## config.mk

```make
export PLATFORM = sky130hd
export DESIGN_NAME = regfile_arbiter_flat
export DESIGN_NICKNAME = d
export VERILOG_FILES = /design/src/rtl/regfile_arbiter_if.sv /design/src/rtl/regfile_arbiter.sv /design/src/flat_wrapper.sv
export SDC_FILE = /design/constraint.sdc
export NUM_CORES = 1
export LEC_CHECK = 0
export CORE_MARGIN = 5
export CORE_UTILIZATION = 42
export CTS_BUF_LIST = sky130_fd_sc_hd__clkbuf_8
export CTS_CLUSTER_SIZE = 12
export DETAILED_ROUTE_END_ITERATION = 10
export PLACE_DENSITY_LB_ADDON = 0.15
export SETUP_SLACK_MARGIN = 0.2
export SLEW_MARGIN = 20
export SYNTH_ARGS = -nofsm -noshare
export SYNTH_HDL_FRONTEND = slang
export SYNTH_SLANG_ARGS = --single-unit
```

## constraint.sdc

```tcl
create_clock -name clk -period 1.9 [get_ports clk]
set_clock_uncertainty 0.2 [all_clocks]
set_input_delay 0.285 -clock clk [delete_from_list [all_inputs] [get_ports clk]]
set_output_delay 0.285 -clock clk [all_outputs]
set_load 0.01 [all_outputs]
```

## src/rtl/regfile_arbiter_if.sv

```systemverilog
// Bundle of requester handshake signals and register-file bus signals
// that surround regfile_arbiter. The master view belongs to the arbiter.
// The slave view belongs to its environment: the clients and the register file.
interface regfile_arbiter_if #(
  parameter int N_REQ = 2,
  parameter int AW    = 3,
  parameter int DW    = 8
);
  // requester side
  logic [N_REQ-1:0]    req;
  logic [N_REQ-1:0]    req_wr;
  logic [N_REQ*AW-1:0] req_addr;
  logic [N_REQ*DW-1:0] req_wdata;
  logic [N_REQ-1:0]    gnt;
  logic [N_REQ-1:0]    rvalid;
  logic [DW-1:0]       rdata;
  logic                busy;

  // register-file side
  logic                rf_wen;
  logic                rf_oen;
  logic [AW-1:0]       rf_addr;
  logic [DW-1:0]       rf_din;
  logic [DW-1:0]       rf_dout;

  modport master (
    input  req, req_wr, req_addr, req_wdata, rf_dout,
    output gnt, rvalid, rdata, busy, rf_wen, rf_oen, rf_addr, rf_din
  );

  modport slave (
    output req, req_wr, req_addr, req_wdata, rf_dout,
    input  gnt, rvalid, rdata, busy, rf_wen, rf_oen, rf_addr, rf_din
  );
endinterface

```

## src/rtl/regfile_arbiter.sv

```systemverilog
// Round-robin sequencer that shares one register file between N_REQ clients.
// Only one operation is in flight at a time:
//   - a write takes ISSUE and then returns to IDLE;
//   - a read takes ISSUE, then RD_WAIT, then returns data.
// Every output is a flop, so no combinational path exists from the request inputs to any output.
module regfile_arbiter #(
  parameter int N_REQ = 2,
  parameter int AW    = 3,
  parameter int DW    = 8
) (
  input logic               clk,
  input logic               rst_n,
  regfile_arbiter_if.master bus
);

  localparam int IW = (N_REQ > 1) ? $clog2(N_REQ) : 1;

  typedef enum logic [1:0] {
    IDLE    = 2'd0,
    ISSUE   = 2'd1,
    RD_WAIT = 2'd2
  } state_t;

  state_t         state;
  state_t         next_state;

  logic [IW-1:0]  last;
  logic [IW-1:0]  win;
  logic           any_req;
  logic           accept;
  logic [IW-1:0]  op_win;
  logic           op_wr;

  logic [N_REQ-1:0] gnt_d;
  logic [N_REQ-1:0] rvalid_d;
  logic [DW-1:0]    rdata_d;
  logic             busy_d;
  logic             rf_wen_d;
  logic             rf_oen_d;
  logic [AW-1:0]    rf_addr_d;
  logic [DW-1:0]    rf_din_d;

  // Round-robin pick: the first requesting client after the last winner.
  always_comb begin : pick_winner
    logic [IW-1:0] idx;
    idx     = '0;
    win     = '0;
    any_req = 1'b0;
    for (int k = 1; k <= N_REQ; k++) begin
      idx = IW'((int'(last) + k) % N_REQ);
      if (!any_req && bus.req[idx]) begin
        any_req = 1'b1;
        win     = idx;
      end
    end
  end

  assign accept = (state == IDLE) && any_req;

  // State register; reset drops any in-flight operation.
  always_ff @(posedge clk or negedge rst_n) begin
    if (!rst_n) begin
      state <= IDLE;
    end else begin
      state <= next_state;
    end
  end

  // Next-state logic: writes finish after ISSUE; reads need one more cycle for DOUT.
  always_comb begin
    next_state = state;
    case (state)
      IDLE:    if (any_req) next_state = ISSUE;
      ISSUE:   next_state = op_wr ? IDLE : RD_WAIT;
      RD_WAIT: next_state = IDLE;
      default: next_state = IDLE;
    endcase
  end

  // Remember who won and what kind of operation it is, for the later ISSUE and RD_WAIT cycles.
  always_ff @(posedge clk or negedge rst_n) begin
    if (!rst_n) begin
      last   <= IW'(N_REQ - 1);
      op_win <= '0;
      op_wr  <= 1'b0;
    end else if (accept) begin
      last   <= win;
      op_win <= win;
      op_wr  <= bus.req_wr[win];
    end
  end

  // Output decode: compute what every output register should hold during the next cycle.
  always_comb begin
    gnt_d     = '0;
    rvalid_d  = '0;
    rf_wen_d  = 1'b0;
    rf_oen_d  = 1'b0;
    rf_addr_d = bus.rf_addr;
    rf_din_d  = bus.rf_din;
    rdata_d   = bus.rdata;
    busy_d    = (next_state != IDLE);
    if (accept) begin
      gnt_d[win] = 1'b1;
      rf_addr_d  = bus.req_addr[win*AW +: AW];
      if (bus.req_wr[win]) begin
        rf_wen_d = 1'b1;
        rf_din_d = bus.req_wdata[win*DW +: DW];
      end else begin
        rf_oen_d = 1'b1;
      end
    end
    if (state == RD_WAIT) begin
      rvalid_d[op_win] = 1'b1;
      rdata_d          = bus.rf_dout;
    end
  end

  // Output registers.
  // Asynchronous reset clears RF_WEN at once, so a write whose ISSUE cycle is cut short by reset never commits.
  always_ff @(posedge clk or negedge rst_n) begin
    if (!rst_n) begin
      bus.gnt     <= '0;
      bus.rvalid  <= '0;
      bus.rdata   <= '0;
      bus.busy    <= 1'b0;
      bus.rf_wen  <= 1'b0;
      bus.rf_oen  <= 1'b0;
      bus.rf_addr <= '0;
      bus.rf_din  <= '0;
    end else begin
      bus.gnt     <= gnt_d;
      bus.rvalid  <= rvalid_d;
      bus.rdata   <= rdata_d;
      bus.busy    <= busy_d;
      bus.rf_wen  <= rf_wen_d;
      bus.rf_oen  <= rf_oen_d;
      bus.rf_addr <= rf_addr_d;
      bus.rf_din  <= rf_din_d;
    end
  end

endmodule

```

## src/flat_wrapper.sv

```systemverilog
// flat-port wrapper written by rule: the top's interface ports become plain ports
module regfile_arbiter_flat 
#(
  parameter int N_REQ = 2,
  parameter int AW    = 3,
  parameter int DW    = 8
)
  (clk, rst_n, bus_req, bus_req_wr, bus_req_addr, bus_req_wdata, bus_rf_dout, bus_gnt, bus_rvalid, bus_rdata, bus_busy, bus_rf_wen, bus_rf_oen, bus_rf_addr, bus_rf_din);
  regfile_arbiter_if #(.N_REQ(N_REQ), .AW(AW), .DW(DW)) bus_i ();
  input logic clk;
  input logic rst_n;
  input wire logic [$bits(bus_i.req)-1:0] bus_req;
  input wire logic [$bits(bus_i.req_wr)-1:0] bus_req_wr;
  input wire logic [$bits(bus_i.req_addr)-1:0] bus_req_addr;
  input wire logic [$bits(bus_i.req_wdata)-1:0] bus_req_wdata;
  input wire logic [$bits(bus_i.rf_dout)-1:0] bus_rf_dout;
  output wire logic [$bits(bus_i.gnt)-1:0] bus_gnt;
  output wire logic [$bits(bus_i.rvalid)-1:0] bus_rvalid;
  output wire logic [$bits(bus_i.rdata)-1:0] bus_rdata;
  output wire logic [$bits(bus_i.busy)-1:0] bus_busy;
  output wire logic [$bits(bus_i.rf_wen)-1:0] bus_rf_wen;
  output wire logic [$bits(bus_i.rf_oen)-1:0] bus_rf_oen;
  output wire logic [$bits(bus_i.rf_addr)-1:0] bus_rf_addr;
  output wire logic [$bits(bus_i.rf_din)-1:0] bus_rf_din;
  assign bus_i.req = bus_req;
  assign bus_i.req_wr = bus_req_wr;
  assign bus_i.req_addr = bus_req_addr;
  assign bus_i.req_wdata = bus_req_wdata;
  assign bus_i.rf_dout = bus_rf_dout;
  assign bus_gnt = bus_i.gnt;
  assign bus_rvalid = bus_i.rvalid;
  assign bus_rdata = bus_i.rdata;
  assign bus_busy = bus_i.busy;
  assign bus_rf_wen = bus_i.rf_wen;
  assign bus_rf_oen = bus_i.rf_oen;
  assign bus_rf_addr = bus_i.rf_addr;
  assign bus_rf_din = bus_i.rf_din;
  regfile_arbiter #(.N_REQ(N_REQ), .AW(AW), .DW(DW)) u_core (.clk(clk), .rst_n(rst_n), .bus(bus_i));
endmodule
```

Word level (Yosys, flattened, before mapping)
Index checks and enable logic that the tools add are counted.

Bits in registers: 31. Latch bits: 0. Bits in writable memories: 0. Bits in read-only memories: 0. Bits of input ports: 36. Output and inout bits: 26. Word-level logic and storage cells: 56. Memories kept: 0.

Add/sub/neg operators: 2. Multiply operators: 1. Div/mod/pow operators: 0. Order comparisons: 6. Eq/ne operators: 2. Shift operators: 2. Mux-type cells: 23. Bitwise operators: 0. Reductions and logical operators: 8.

Operator list (number): $mux W1 (16); $shiftx A16 B5 Y8 (1); $lt A1 B2 Y1 const B (4); $mux W2 (4); $shiftx A6 B4 Y3 (1); $logic_and A1 B1 Y1 (4); $pmux W2 S2 (1); $mul A1 B2 Y3 const B (1); $add A1 B1 Y1 const B (2); $demux W1 S1 (2); $eq A2 B1 Y1 const B (1); $eq A2 B2 Y1 const B (1); $ge A1 B1 Y1 const B (2); $logic_not A2 Y1 (1); $reduce_and A2 Y1 (1); $reduce_bool A2 Y1 (1); $logic_not A1 Y1 (1).

Logic depth before layout (Yosys ltp)
Gate-level depths: netlist of run 1.

Depth after elaboration: 12. Depth in mapped cells: 5. Mapped depth without buffers: 3.

Worst setup path after synthesis of run 1
No wires, ideal clock.

Kind: reg2reg. From: register u_core.state[1]. To: register u_core.bus.rf_din[0]. Setup time: 94 ps. Data arrival time: 1303 ps. Data required time: 1606 ps. Setup slack: 303 ps. Stages on the path, launching flop included: 6. Cell sequence: dfrtp_1 -> nand4bb_1 -> buf_2 -> or2_1 -> buf_6 -> a221oi_2.

Cells in the longest elaborated chain, start to end: 3.

RTL lines: from (decl) (line regfile_arbiter.sv:24) `state_t state;`; from (signal assigned) (line regfile_arbiter.sv:65) `state <= next_state;`; $logic_not A2 Y1 (line regfile_arbiter.sv:58) `assign accept = (state == IDLE) && any_req;`; $logic_and A1 B1 Y1 (line regfile_arbiter.sv:58); $reduce_and A2 Y1 (no source line); to (signal assigned) (line regfile_arbiter.sv:139) `bus.rf_din <= rf_din_d;`; to (decl) (line regfile_arbiter_if.sv:28) `output gnt, rvalid, rdata, busy, rf_wen, rf_oen, rf_addr, rf_din`.

Every way passes these cells. A chain may end at the register's enable or synchronous reset.

Final worst setup path of run 1
From: register u_core.bus.rf_addr[0]. To: output bus_rf_addr[0].

RTL lines: from (decl) (line regfile_arbiter_if.sv:28); from (signal assigned) (line regfile_arbiter.sv:138) `bus.rf_addr <= rf_addr_d;`; to (decl) (line flat_wrapper.sv:23) `output wire logic [$bits(bus_i.rf_addr)-1:0] bus_rf_addr;`.

No word-level cell between the ends.

==> results of run 1 <==
## cell type report
class	instances	share of cell area (%)
sequential	31	35.5
timing repair buffer	73	33.1
multi-input combinational	59	23.0
clock buffer	6	3.77
tap	44	2.51
inverter	11	1.88
clock inverter	1	0.228
## stage by stage
| stage | cells | TNS, ps | instance area (sq um) | util, % |
|---|---|---|---|---|
| 6_report | 225 | 0 | 2190 | 71.8 |
| 5_1_grt | 225 | 0 | 2190 | 71.8 |
| 4_1_cts | 225 | 0 | 2150 | 70.5 |
| 3_5_place_dp | 216 | -2020 | 2040 | 66.9 |
| 3_3_place_gp | 216 | -1560 | 2040 | 66.9 |
| 2_1_floorplan | 109 | 0 | 1350 | - |
## routing by layer
metal | part of all wire (%) | vias to the layer above | global-route usage (%) | wire [microns]
li1 | - | 533 | - | -
met1 | 39 | 557 | 18.3 | 1310
met2 | 51 | 58 | 28.7 | 1710
met3 | 9.4 | 7 | 6.91 | 317
met4 | 1.2 | 0 | 6.35 | 40
met5 | 0 | - | 0 | 0
## sequential cells by signal (all words and copies together) (netlist names), 2 cells and up
signal / cells
u_core.bus.rdata: 8
u_core.bus.rf_addr: 3
u_core.bus.rf_din: 8
u_core.bus.gnt: 2
u_core.state: 2
u_core.bus.rvalid: 2
## synth_stat cells (2+ instances only)
library cell | number | area share, %
dfrtp_1 | 30 | 56
inv_1 | 11 | 3.1
a221oi_2 | 8 | 8.9
a31oi_1 | 8 | 3.7
mux2_2 | 8 | 6.7
nor3_1 | 8 | 3.0
nor2_1 | 5 | 1.4
and3_1 | 4 | 1.9
buf_2 | 4 | 1.5
a221o_1 | 3 | 2.2
a21o_1 | 2 | 1.1
clkbuf_1 | 2 | 0.56
mux2i_1 | 2 | 1.5
nand2b_1 | 2 | 0.93
nor2b_1 | 2 | 0.93
## what timing repair did
item,in CTS,in global routing
hold endpoints to repair,0,0
gates resized for setup,3,12
setup buffers,2,0
endpoints found under the setup margin,10,15
pin swaps,0,1
## final timing paths
path,startpoint,end,slack [ps],cells past startpoint
hold / removal,rst_n,u_core.state[1],200,2
hold reg to reg,u_core.op_wr,u_core.state[1],240,1
setup / recovery,u_core.bus.rf_addr[0],bus_rf_addr[0],250,1
max in group asynchronous,rst_n,u_core.last,990,2
setup reg to reg,u_core.last,u_core.bus.rf_addr[2],260,5
min in group clk,u_core.op_wr,u_core.state[1],240,1
## kinds of logic (layout without fill, tap and decap cells)
kind of cell	count (synthesis)	in the layout	synth area share (%)
flip-flops	31	31	57.8
buffers and inverters	19	91	6.23
multiplexers	10	10	8.19
AND/OR/NAND/NOR	26	26	10.9
AO/OA/AOI/OAI	23	23	16.9
## report_power, final
| part | internal [mW] | leakage [nW] | switching (mW) |
|---|---|---|---|
| sequential | 0.978 | 0.369 | 0.162 |
| combinational | 0.878 | 0.602 | 0.629 |
| clock | 0.283 | 0.0470 | 0.227 |
| total | 2.14 | 1.02 | 1.02 |
==> impl_results.md, run 1 <==
* Clock-pin slew on the worst setup and hold paths at roughly 60 ps
* Drt total wl at 3.38 mm
* Post-Syn Nets at 145
* Hold Violations, Final at 0
* Core area at between 0.003 and 0.004 sq mm
* Critical path peak fanout at 2
* Worst slew pin tran at 428 ps
* Worst min-delay path class: primary input to async pin
* Routed via count at 1,155
* Sink Count at 31
* I/O pin count at 62
* Critical path buffers and inverters at 1
* CTS max path bufs at 2
* Htree depth at 2
* Reg area at 777 sq um
* Clock Root Buffer: clkbuf_8
* Critical Path Sink Type: primary output
* Post-CTS Hold Buffers at 0
* Ys Warns at 0
* Post-DR wirelength/cell at 15.0 microns
* Number of flops mapped to enable cells by yosys at 0
* Synth Flop Type: dfrtp_1
* WP data required at 1410 ps
* Post-synthesis cell type count at 25
* Crit Path Category: flop to primary output
* Setup crit start kind: flop
* Cell row count at 20
* PortBufs at 61
* DIE AREA at approximately 0.0044 sq mm
* Fin crit share at 86.8%
* Crit-path cells: clkdlybuf4s50_1
* Register area share after synthesis at 57.8%
* Slew Viols, Final at 0
* Max Freq at 606 MHz
* Pwr Total at 3.16 mW
* Peak VDD IR at 0.728 mV
* RSZ-0062 raised after global routing: no
* Pre-CTS setup slack at -217 ps
* Routed Antenna Nets at 0
* Dpl hpwl at 2.58 mm
* Clock Latency Late Sink at 280 ps
* #FFs+latches synth at 31
* Total CTS buffers at 5
* Total gr overflow at 0
* Post-route DRC at 0
* Final worst setup slack at about 250 ps
* Vias/cell at 5.13
* Cell count after synthesis at 109
* Syn_area_per_cell at 12.3 sq um
* CTS tree: built
* Most frequent cells in the layout: 51 x clkdlybuf4s50_1, 30 x dfrtp_1, 12 x buf_4
* Multi-input logic area at ~500 sq um
* Die extent in y at 66.6 microns
* ANT cells at 0
* Global-route wire length before repair at 5.60 mm
* Final setup fails at 0
* Cell Area, Synth at 0.00135 sq mm
* Tmin final at 1650 ps
* Status: complete, no violations
* Fill cell count at 251
* Width of the die at around 67 microns
* Share of layout cells above drive strength 1 at 21.5%
* Final Net Count at 217
* Drt first pass iters at 4
* Vias in the first global route at 1,233
* Leak pwr at ~1.0 nW
* Fraction of registers with async set/reset at 100%
* Top Family by Delay on Critical Path: buffers and inverters
* Global Route Usage Sum at 16.7%
* Initial Util at 44.1%
* Final GP Congestion at slightly below 0.8
* Initial antenna violation count at 0
* Worst path slowest cell: clkdlybuf4s50_1
* WHS at 199 ps
* Largest net degree at the start of global routing at 32
* Critical path arrival at 1160 ps
* Iter 0 DRT Violations at 48
* Pwr dens at 1440 mW/mm^2
* Crit-path max cell delay at about 540 ps
* Max Cap Viol at 0
* Commonest non-fill, non-tap cell in the layout: clkdlybuf4s50_1
* Slew headroom at a little under three quarters
* P&R area growth vs syn at 62.9%
Power figures use the tool's default switching activity.
==> run 2, diff against run 1 <==
GPL_TIMING_DRIVEN = 0   (was default)
==> impl_results.md, run 2 (synthesis results as in run 1) <==
* Post-DR wirelength/cell at 15.6 microns
* Routed Antenna Nets at 0
* Drt total wl at 3.59 mm
* Critical path arrival at 1660 ps
* Global Route Usage Sum at 17.3%
* PortBufs at 60
* Placed insts at 213
* RSZ-0062 raised after global routing: yes
* P&R area growth vs syn at 64.9%
* Crit Path Category: primary input to flop
* Commonest non-fill, non-tap cell in the layout: clkdlybuf4s50_1
* Die extent in y at 66.6 microns
* Placed inst area at 0.00200 sq mm
* Worst slew pin tran at 671 ps
* Drt first pass iters at 4
* Cell row count at 20
* Final Net Count at 221
* CTS max path bufs at 2
* Peak VDD IR at 0.846 mV
* Share of layout cells above drive strength 1 at between 20 and 25%
* Crit-path max cell delay at about 500 ps
* I/O pin count at 62
* Tmin final at 1690 ps
* Total CTS buffers at 5
* Total negative setup slack at 0 ps
* WHS at between 200 and 250 ps
* Iter 0 DRT Violations at 40
* Global-route wire length before repair at between 5 and 6 mm
* Critical path peak fanout at 8
* Crit-path cells: clkdlybuf4s50_1 > nand4bb_1 > buf_6 > or2_1 > buf_6 > a221oi_2
* Fin util at between 70% and 80%
* Slew Viols, Final at 0
* Clock Latency Late Sink at around 280 ps
* Worst path slowest cell: clkdlybuf4s50_1
* Pre-CTS setup slack at -378 ps
* Dpl hpwl at 2.55 mm
* Total gr overflow at 0
* Vias in the first global route at 1,288
* Pwr Total at about 3.3 mW
* Width of the die at 66.6 microns
* Critical Path Sink Type: flop
* Final setup fails at 0
* Final worst setup slack at between 200 and 250 ps
* Vias/cell at 5.14
* CTS tree: built
* Leak pwr at 1.02 nW
* Clock Root Buffer: clkbuf_8
* Cell mode on critical path: buf_6
* Sink Count at 31
* Final GP Congestion at 0.781
* Worst min-delay path class: flop to flop
* Non-filler cells, final at 230
* Slew headroom at 55.3%
* R2r setup slk at 210 ps
* ANT cells at 0
* Largest registers: u_core.bus.rdata x8, u_core.bus.rf_din x8, u_core.bus.rf_addr x3
* Post-route DRC at 0
* Most frequent cells in the layout: 52 x clkdlybuf4s50_1, 30 x dfrtp_1, 12 x inv_1
* Setup crit start kind: primary input
* Pwr dens at 1470 mW/mm^2
* Largest net degree at the start of global routing at 32
* WP data required at roughly 1900 ps
* Status: complete, no violations
* Clock-pin slew on the worst setup and hold paths at 60 ps
* Initial Util at 44.1%
* Htree depth at 2
* Core area at 0.00305 sq mm
* DIE AREA at 0.00443 sq mm
* Max Cap Viol at 0
* Initial antenna violation count at 0
* Routed via count at 1,183
* Fin crit share at 88.8%
* Post-route cell area at 0.00222 sq mm
* Max Freq at 593 MHz
* Hold Violations, Final at 0
[run 2: cell types whose count changed in the layout (fill, tap and decap cells not counted), sizes merged]
| cell | change |
|---|---|
| inv | +1 |
| dlymetal6s2s | -4 |
| buf | +3 |
| dlygate4sd2 | +1 |
| clkbuf | +2 |
| clkdlybuf4s50 | +1 |
| dlygate4sd3 | +1 |
[run 2: layout make-up]
class / instances / area [sq um]
clock inverter: 2 / 8.76
timing repair buffer: 69 / 679
buffer: 8 / 62.6
multi-input combinational: 59 / 512
clock buffer: 6 / 82.6
tap: 44 / 55.1
sequential: 31 / 777
fill: 228 / 835
inverter: 11 / 41.3
[run 2: final timing paths]
path / start / to / cells past startpoint
max in group asynchronous: rst_n / u_core.bus.rf_din[7] / 2
setup reg to reg: u_core.state[1] / u_core.bus.rf_din[3] / 5
min in group asynchronous: rst_n / u_core.bus.gnt[1] / 2
hold / removal: u_core.op_wr / u_core.state[1] / 1
setup / recovery: bus_req_wr[0] / u_core.bus.rf_din[3] / 6
hold reg to reg: u_core.op_wr / u_core.state[1] / 1
[run 2: what timing repair did]
| item | CTS | global route |
|---|---|---|
| buffers inserted | 5 | 3 |
| setup endpoints to repair | 16 | 19 |
| pin swaps | 2 | 7 |
| hold buffers | 1 | 0 |
| endpoints found under the hold margin | 30 | 0 |
| gates resized for setup | 11 | 11 |
[run 2: where the power goes]
part	internal [mW]	switching, mW
registers	0.978	0.167
clock network	0.286	0.230
logic	0.939	0.667
[run 2: metal layers]
metal	wire, microns	global-route usage [%]	vias to the layer above
li1	-	-	546
met4	102	7.87	0
met3	286	5.90	13
met5	0	0	-
met1	1370	19.9	563
met2	1830	28.7	61
[run 2: critical path: cells and delay by family]
kind | cells | cell delay (ps)
AO/OA/AOI/OAI | 1 | 240
buffers and inverters | 3 | 790
AND/OR/NAND/NOR | 2 | 340
